<file path="src/rtl/mask_range_acc.sv">
// Streaming range-mask generator: expands [lo, hi] (with wrap) into a W-bit mask,
// applies it to an accumulator as LOAD/SET/CLR/FLUSH and queues one result per request.
module mask_range_acc #(
    parameter int W           = 32,
    parameter bit P_INCLUSIVE = 1'b1,
    localparam int X_W        = $clog2(W)
) (
    input  logic           clk,
    input  logic           arst_n,
    input  logic           in_vld_i,
    output logic           in_rdy_o,
    input  logic [1:0]     in_op_i,
    input  logic [X_W-1:0] in_lo_i,
    input  logic [X_W-1:0] in_hi_i,
    output logic           out_vld_o,
    input  logic           out_rdy_i,
    output logic [W-1:0]   out_mask_o,
    output logic           out_err_o,
    output logic [W-1:0]   acc_o
);

    typedef enum logic [1:0] {
        OP_LOAD  = 2'b00,
        OP_SET   = 2'b01,
        OP_CLR   = 2'b10,
        OP_FLUSH = 2'b11
    } op_e;

    op_e          op;
    logic [31:0]  lo_ext;
    logic [31:0]  hi_ext;
    logic         wrap;
    logic         oor;
    logic [W-1:0] range_mask;

    logic         push;
    logic         pop;
    logic         ent_err;
    logic [W-1:0] ent_mask;
    logic [W-1:0] r_eff;

    logic [W-1:0] acc_q,       acc_d;
    logic [1:0]   count_q,     count_d;
    logic [W-1:0] head_mask_q, head_mask_d;
    logic         head_err_q,  head_err_d;
    logic [W-1:0] tail_mask_q, tail_mask_d;
    logic         tail_err_q,  tail_err_d;

    assign op     = op_e'(in_op_i);
    assign lo_ext = 32'(in_lo_i);
    assign hi_ext = 32'(in_hi_i);
    assign wrap   = (lo_ext > hi_ext);

    // Indices can only exceed W-1 when W is not a power of two.
    generate
        if ((1 << X_W) != W) begin : g_oor
            assign oor = (lo_ext >= 32'(W)) || (hi_ext >= 32'(W));
        end else begin : g_no_oor
            assign oor = 1'b0;
        end
    endgenerate

    always_comb begin
        range_mask = '0;
        for (int i = 0; i < W; i++) begin
            if (wrap) begin
                range_mask[i] = (32'(i) >= lo_ext) ||
                                (P_INCLUSIVE ? (32'(i) <= hi_ext) : (32'(i) < hi_ext));
            end else begin
                range_mask[i] = (32'(i) >= lo_ext) &&
                                (P_INCLUSIVE ? (32'(i) <= hi_ext) : (32'(i) < hi_ext));
            end
        end
    end

    assign in_rdy_o = (count_q != 2'd2);
    assign push     = in_vld_i && in_rdy_o;
    assign pop      = out_vld_o && out_rdy_i;

    // An erroring request applies an empty mask, so every op except FLUSH leaves acc alone.
    always_comb begin
        ent_err  = (op != OP_FLUSH) && oor;
        r_eff    = ent_err ? '0 : range_mask;
        acc_d    = acc_q;
        ent_mask = acc_q;
        case (op)
            OP_LOAD: begin
                ent_mask = ent_err ? acc_q : r_eff;
                if (push) acc_d = ent_mask;
            end
            OP_SET: begin
                ent_mask = acc_q | r_eff;
                if (push) acc_d = ent_mask;
            end
            OP_CLR: begin
                ent_mask = acc_q & ~r_eff;
                if (push) acc_d = ent_mask;
            end
            OP_FLUSH: begin
                ent_mask = acc_q;
                if (push) acc_d = '0;
            end
            default: begin
                ent_mask = acc_q;
            end
        endcase
    end

    always_comb begin
        count_d     = count_q;
        head_mask_d = head_mask_q;
        head_err_d  = head_err_q;
        tail_mask_d = tail_mask_q;
        tail_err_d  = tail_err_q;
        case ({push, pop})
            2'b10: begin
                if (count_q == 2'd0) begin
                    head_mask_d = ent_mask;
                    head_err_d  = ent_err;
                end else begin
                    tail_mask_d = ent_mask;
                    tail_err_d  = ent_err;
                end
                count_d = count_q + 2'd1;
            end
            2'b01: begin
                head_mask_d = tail_mask_q;
                head_err_d  = tail_err_q;
                count_d     = count_q - 2'd1;
            end
            2'b11: begin
                // push implies count < 2 and pop implies count > 0, so count is 1 here
                head_mask_d = ent_mask;
                head_err_d  = ent_err;
            end
            default: begin
                count_d = count_q;
            end
        endcase
    end

    always_ff @(posedge clk or negedge arst_n) begin
        if (!arst_n) begin
            acc_q       <= '0;
            count_q     <= 2'd0;
            head_mask_q <= '0;
            head_err_q  <= 1'b0;
            tail_mask_q <= '0;
            tail_err_q  <= 1'b0;
        end else begin
            acc_q       <= acc_d;
            count_q     <= count_d;
            head_mask_q <= head_mask_d;
            head_err_q  <= head_err_d;
            tail_mask_q <= tail_mask_d;
            tail_err_q  <= tail_err_d;
        end
    end

    assign out_vld_o  = (count_q != 2'd0);
    assign out_mask_o = head_mask_q;
    assign out_err_o  = head_err_q;
    assign acc_o      = acc_q;

endmodule

</file>
<file path="config.mk">
export PLATFORM = sky130hd
export DESIGN_NAME = mask_range_acc
export DESIGN_NICKNAME = d
export VERILOG_FILES = /design/src/rtl/mask_range_acc.sv
export SDC_FILE = /design/constraint.sdc
export NUM_CORES = 1
export LEC_CHECK = 0
export CORE_AREA = 5 5 121 123
export DETAILED_ROUTE_END_ITERATION = 8
export DIE_AREA = 0 0 126 128
export DONT_BUFFER_PORTS = 1
export PLACE_DENSITY = 0.69
export SYNTH_ARGS = -nofsm -noshare
export SYNTH_HDL_FRONTEND = slang
export SYNTH_SLANG_ARGS = --single-unit
</file>
<file path="constraint.sdc">
create_clock -name clk -period 7.1 [get_ports clk]
set_input_delay 1.065 -clock clk [delete_from_list [all_inputs] [get_ports clk]]
set_output_delay 1.065 -clock clk [all_outputs]
set_load 0.005 [all_outputs]
</file>
==> impl_metrics.json <==
{
  "grt_antenna_before_repair": 0,
  "power.ir.vdd_worst_v": 0.0001578,
  "clk_pin_slew_worst_paths_ns": 0.07,
  "startpoint_type": "primary input",
  "synthDominantAreaCellType": "dfrtp_1",
  "synth.cell_area_um2": 6569,
  "required_ns": 7.33,
  "async_flop_share_pct": 100.0,
  "whs_ns": 0.4039,
  "power.leakage_nw": 2.614,
  "finalSetupTns_ns": 0,
  "antenna_left": 0,
  "clkLatencyLatePin_ns": 0.36,
  "postRouteWirelength_um": 20690,
  "cts_tree": "built",
  "first_iter_violations": 725,
  "max_clock_freq_ghz": 0.2944,
  "dominantRegCellSynth": "dfrtp_1",
  "status": "complete, no violations",
  "fillerInstances": 1348,
  "final.period_utilization_pct": 47.84,
  "crit_path_end_kind": "flip-flop",
  "cts.sinks": 98,
  "grt_pass1_wl_um": 32660,
  "grt_max_degree": 99,
  "viasPerCell": 6.718,
  "ctsHoldBuffers": 0,
  "slew_headroom_pct": 17.35,
  "max_cap_violations": 0,
  "rsz0062_at_grt": "no",
  "detail_route.wl_per_cell_um": 21.94,
  "overflow": 0,
  "timing.setup.critical_path_class": "in2reg",
  "syn_inst": 817,
  "cpPeakStageDelay_ns": 0.85,
  "crit_path_max_fanout": 39,
  "worst-endpoint-arrival_ns": 3.62,
  "core_area_um2": 13560,
  "worst_path_max_delay_cell": "o21ai_4",
  "hold_violations": 0,
  "pwr_density_cell_nw_per_um2": 371.0,
  "die_h_um": 128,
  "synth_area_leaders": "dfrtp_1 37%, o21ai_0 7.5%, nand2_1 5.4%, a21oi_1 4.4%, or3_1 3.1%",
  "max_slew.worst_pin.slew_ns": 1.235,
  "initial_core_util_pct": 48.45,
  "place_hpwl_um": 13940,
  "critical_path.cell_chain": "inv_1 > ha_1 > nor2b_4 > o31a_2 > o21ai_4 > maj3_1 > or3b_1 > o311ai_0",
  "post_cts_resize_count": 0,
  "finalSetupViolations": 0,
  "cts_inserted_buffers": 9,
  "synthesis.area_per_instance_um2": 8.040,
  "top_level_ports": 83,
  "first_global_vias": 5906,
  "total_vias_in_the_final_route": 6335,
  "synth_seq_area_share_pct": 37.33,
  "htreeDepth": 3,
  "yosys_warnings": 0,
  "layout_skew_ns": 0.009395,
  "syn-num-nets": 840,
  "area.growth.synth_to_final_pct": 3.162,
  "postSynthRegisterBits": 98,
  "yosys_cell_types": 78,
  "rows": 43,
  "clock-root-buffer": "clkbuf_16",
  "period_minus_slack_ns": 3.397,
  "cts_buffer_depth": 2,
  "post-cts-setup-buffers": 0,
  "post_route_cells_drive_above_1_share_pct": 6.422,
  "globalRouteTotalUtil_pct": 25.47,
  "place.port_buffers": 0,
  "drcViolationCount": 0,
  "routabilityCongestion": 0.9320,
  "hold_path.class": "in2async",
  "insertedDiodeCount": 0,
  "dieArea_um2": 16130,
  "num-nets-final": 781,
  "drv_slew": 0,
  "synth_top_area_share_pct": 37.33,
  "synth_enable_flop_cells": 0,
  "die_width_um": 126,
  "firstDrtPassIters": 7
}
[worst paths after layout]
check	start	to	slack, ns	cells after the start
setup / recovery	in_hi_i[1]	out_mask_o[23]	3.70	8
max in group asynchronous	arst_n	out_mask_o[18]	6.54	0
min in group clk	tail_mask_q[30]	tail_mask_q[30]	0.47	2
setup reg to reg	count_q[0]	out_mask_o[23]	4.02	9
hold reg to reg	tail_mask_q[30]	tail_mask_q[30]	0.47	2
hold / removal	arst_n	out_mask_o[16]	0.40	0
[area by class of cell]
| type | instances | area (um2) | area share [%] |
|---|---|---|---|
| multi-input cells | 625 | 3721 | 54.91 |
| flip-flops and latches | 98 | 2452 | 36.19 |
| clock buffers | 10 | 229.0 | 3.379 |
| well taps | 180 | 225.2 | 3.323 |
| inverters | 21 | 78.83 | 1.163 |
| clock inverters | 6 | 47.55 | 0.7016 |
| repair buffers | 3 | 22.52 | 0.3323 |
[kinds of logic (layout without fill, tap and decap cells)]
kind of cell / count (synthesis) / in the layout / synth area share (%)
compound gates: 313 / 313 / 30.97
xor+xnor: 3 / 3 / 0.4001
fa+ha+maj: 13 / 13 / 2.267
buf+inv: 94 / 40 / 6.305
flops: 98 / 98 / 37.33
mux: 1 / 1 / 0.1524
other cells: 1 / 1 / 0.05709
simple gates: 294 / 294 / 22.51
[sequential cells by signal, summed over array words and instances, names as in the netlist]
name,count
acc_o,32
tail_mask_q,32
count_q,2
out_mask_o,32
[metal layers]
| metal | vias to the layer above | track usage [%] | part of all wire, % |
|---|---|---|---|
| li1 | 2907 | - | - |
| met2 | 304 | 39.72 | 46 |
| met1 | 3089 | 34.13 | 42 |
| met5 | - | 0 | 0 |
| met3 | 35 | 6.667 | 9.6 |
| met4 | 0 | 9.653 | 2.8 |
[metrics by stage]
stage | power, mW | instances | area (um2) | setup slack [ns] | util (%)
final | 2.514 | 943 | 6777 | 3.703 | 49.98
after global routing | 2.701 | 943 | 6777 | 3.628 | 49.98
after floorplan | 1.763 | 817 | 6569 | 4.130 | -
after detailed placement | 2.041 | 927 | 6487 | 3.396 | 47.85
after CTS | 2.518 | 943 | 6764 | 3.766 | 49.89
after global placement | 1.996 | 927 | 6487 | 3.503 | 47.85
[layout by cell type (no fill, tap or decap), types with 9 or more instances in the layout]
cell | synthesis | layout
clkbuf_16 | 0 | 9
nor3_1 | 28 | 28
dfrtp_1 | 98 | 98
and3_1 | 14 | 14
nor2_1 | 42 | 41
nand3_1 | 30 | 30
a31oi_1 | 15 | 15
o2bb2ai_1 | 10 | 10
nand2_1 | 94 | 94
a22oi_1 | 16 | 16
inv_1 | 18 | 18
o21ai_0 | 98 | 98
o21ai_1 | 13 | 13
or3_1 | 33 | 33
nand4_1 | 10 | 10
o211ai_1 | 20 | 20
a21oi_1 | 58 | 57
[cell usage after synthesis (16+ instances only)]
library cell,instances
inv_1,18
a21oi_1,58
o211ai_1,20
nor2_1,42
nand3_1,30
o21ai_0,98
or3_1,33
dfrtp_1,98
nand2_1,94
clkbuf_1,39
buf_2,23
a22oi_1,16
nor3_1,28
[power by group]
part	switching, mW	total, mW	internal [mW]
sequential	0.289	1.13	0.838
combinational	0.569	0.915	0.346
clock	0.230	0.472	0.242
total	1.09	2.51	1.43
[critical path: cells and delay by family]
family / cells / cell delay [ns]
compound gates: 3 / 1.29
fa+ha+maj: 2 / 0.70
buf+inv: 1 / 0.04
simple gates: 2 / 0.50
Note: power is estimated with default switching activity, not from simulation.
==> RTL change, RTL diff (same settings) <==
Set the parameter `P_INCLUSIVE` to 1'b0 (it was 1'b1).
--- a/src/rtl/mask_range_acc.sv
+++ b/src/rtl/mask_range_acc.sv
@@ -2,7 +2,7 @@
 // applies it to an accumulator as LOAD/SET/CLR/FLUSH and queues one result per request.
 module mask_range_acc #(
     parameter int W           = 32,
-    parameter bit P_INCLUSIVE = 1'b1,
+    parameter bit P_INCLUSIVE = 1'b0,
     localparam int X_W        = $clog2(W)
 ) (
     input  logic           clk,
Function: changed (Yosys sat finds a counterexample within 4 cycles, from zero or initial values and one cycle with arst_n low).
==> RTL change against the original RTL <==
  * Routed wire length down 12%
  * Setup slack worse by 510 ps
  * Sequential cell count unchanged
  * Register-to-register slack worse by 800 ps
  * Total power down 1.6%
  * Critical path type unchanged
  * Cell area down 4.4%
  * Critical endpoint is now out_mask_o[18]$_DFFE_PN0P_
  * Clock skew down 5.4 ps
  * Area after synthesis down 4.7%
  * First-iteration DRC count down 9.5%
==> RTL change: results (changes against the original RTL) <==
stage,metric,value,unit,change
outcome,outcome,"finished, final reports clean",,
setup_path,rrSetupSlack,3220,ps,-800 ps
cts,worstSkewPairLatency,340,ps,-20 ps
yosys,synth_area_leaders,"dfrtp_1, o21ai_0, nand2_1, a31oi_1, a21oi_1",,
cts,cts_buffer_depth,2,,unchanged
placed_design,place_congestion,0.885,,-5.1%
setup_path,r2r_end,out_mask_o[18]$_DFFE_PN0P_,,
cts,numCtsBuffers,9,,unchanged
finish,layout-drive-gt1-share,0.0563,,-0.00796
cts,clock_tree.root_cell,clkbuf_16,,
drt,drt_iter0_drc,656,,-9.5%
power,ir_worst_vdd,0.137,mV,-13%
cts,htreeDepth,3,,unchanged
power,switching_share,0.414,,-0.0185
setup_path,r2r-start,count_q[0]$_DFFE_PN0P_,,
setup_path,arrival,4080,ps,+460 ps
yosys,yosys_warnings,0,,unchanged
drt,dr.pass1.iters,6,,-1
global_route,grt_use_total,0.224,,-0.0305
placed_design,place_hpwl,11.8,mm,-15%
yosys,yosysSeqAreaShare,0.392,,+0.0186
worst_hold_path,holdCritPathClass,input port to async pin,,
global_route,grt_pass1_vias,5495,,-7.0%
placed_design,portBuffers,0,,unchanged
global_route,grt_pass1_wl,29.7,mm,-9.2%
setup_path,rr_worst_depth,7,,-2
yosys,synth_common_cells,"dfrtp_1, o21ai_0, nand2_1",,
yosys,ys_types,68,,-13%
yosys,syn_nets,787,,-6.3%
cts,cts_setup_buffers,0,,unchanged
yosys,async_flop_share,1.00,,unchanged
power,clkPwrFrac,0.197,,+0.009
power,leakagePower,0.00256,µW,-2.1%
drt,routed_wirelength,18.3,mm,-12%
drt,via_count,5826,,-8.0%
timing,clock-skew-final,3.98,ps,-5.41 ps
cts,cts_resized,0,,unchanged
finish,final_nets,731,,-6.4%
power,pg_comb,861,µW,-5.9%
setup_path,startpoint,in_vld_i,,
timing,worstMarginPinSlew,1240,ps,+7.52 ps
global_route,antenna_found_initial,0,,unchanged
setup_path,crit_fanout,35,,-10%
-- RTL change: cell types whose count changed in the layout (fill, tap and decap cells not counted), sizes merged, moves of 17 or more --
| cell | unedited run | this run |
|---|---|---|
| a31oi | 15 | 50 |
| nand2 | 94 | 77 |
| nand3 | 30 | 12 |
| nor2 | 43 | 64 |
| nor3 | 28 | 5 |
| o21ai | 112 | 94 |
-- RTL change: layout make-up --
type / instances / area, µm²
clock buffer: 13 / 270
clock inverter: 3 / 21.3
fill: 1296 / 7080
inverter: 24 / 90.1
multi-input combinational: 568 / 3380
sequential: 98 / 2450
tap: 180 / 225
timing repair buffer: 5 / 37.5
-- RTL change: stage by stage --
step	hold WS, ps	worst slack, ps	area [µm²]	instances	power (µW)
final	413	3190	6470	891	2470
after global routing	398	3020	6470	891	2650
after floorplan	440	3760	6260	762	1740
after detailed placement	464	2880	6180	875	2000
after global placement	456	2960	6180	875	1940
after CTS	401	3240	6470	891	2480
-- RTL change: metal layers --
metal  GRT usage  wire length, µm  vias to the layer above  part of all wire
met4      0.0877              491                        0             0.027
met2       0.348             8360                      260              0.46
met3      0.0567             1670                       34             0.091
met5           0                0                        -                 0
met1       0.302             7780                     2841              0.42
li1            -                -                     2691                 -
-- RTL change: cells by family after synthesis --
family | Yosys count | share of synthesized area
AO/OA/AOI/OAI | 322 | 0.335
AND/OR/NAND/NOR | 225 | 0.168
flip-flops | 98 | 0.392
buffers and inverters | 96 | 0.0690
adder cells (fa/ha/maj) | 11 | 0.0216
multiplexers | 6 | 0.00960
XOR/XNOR | 3 | 0.00420
other | 1 | 0.000599
-- RTL change: worst max-delay path: stages --
cell,delay [ps]
nand2_1,870
ha_1,760
inv_1,650
or3_1,530
o21ai_0,100
a31oi_1,70
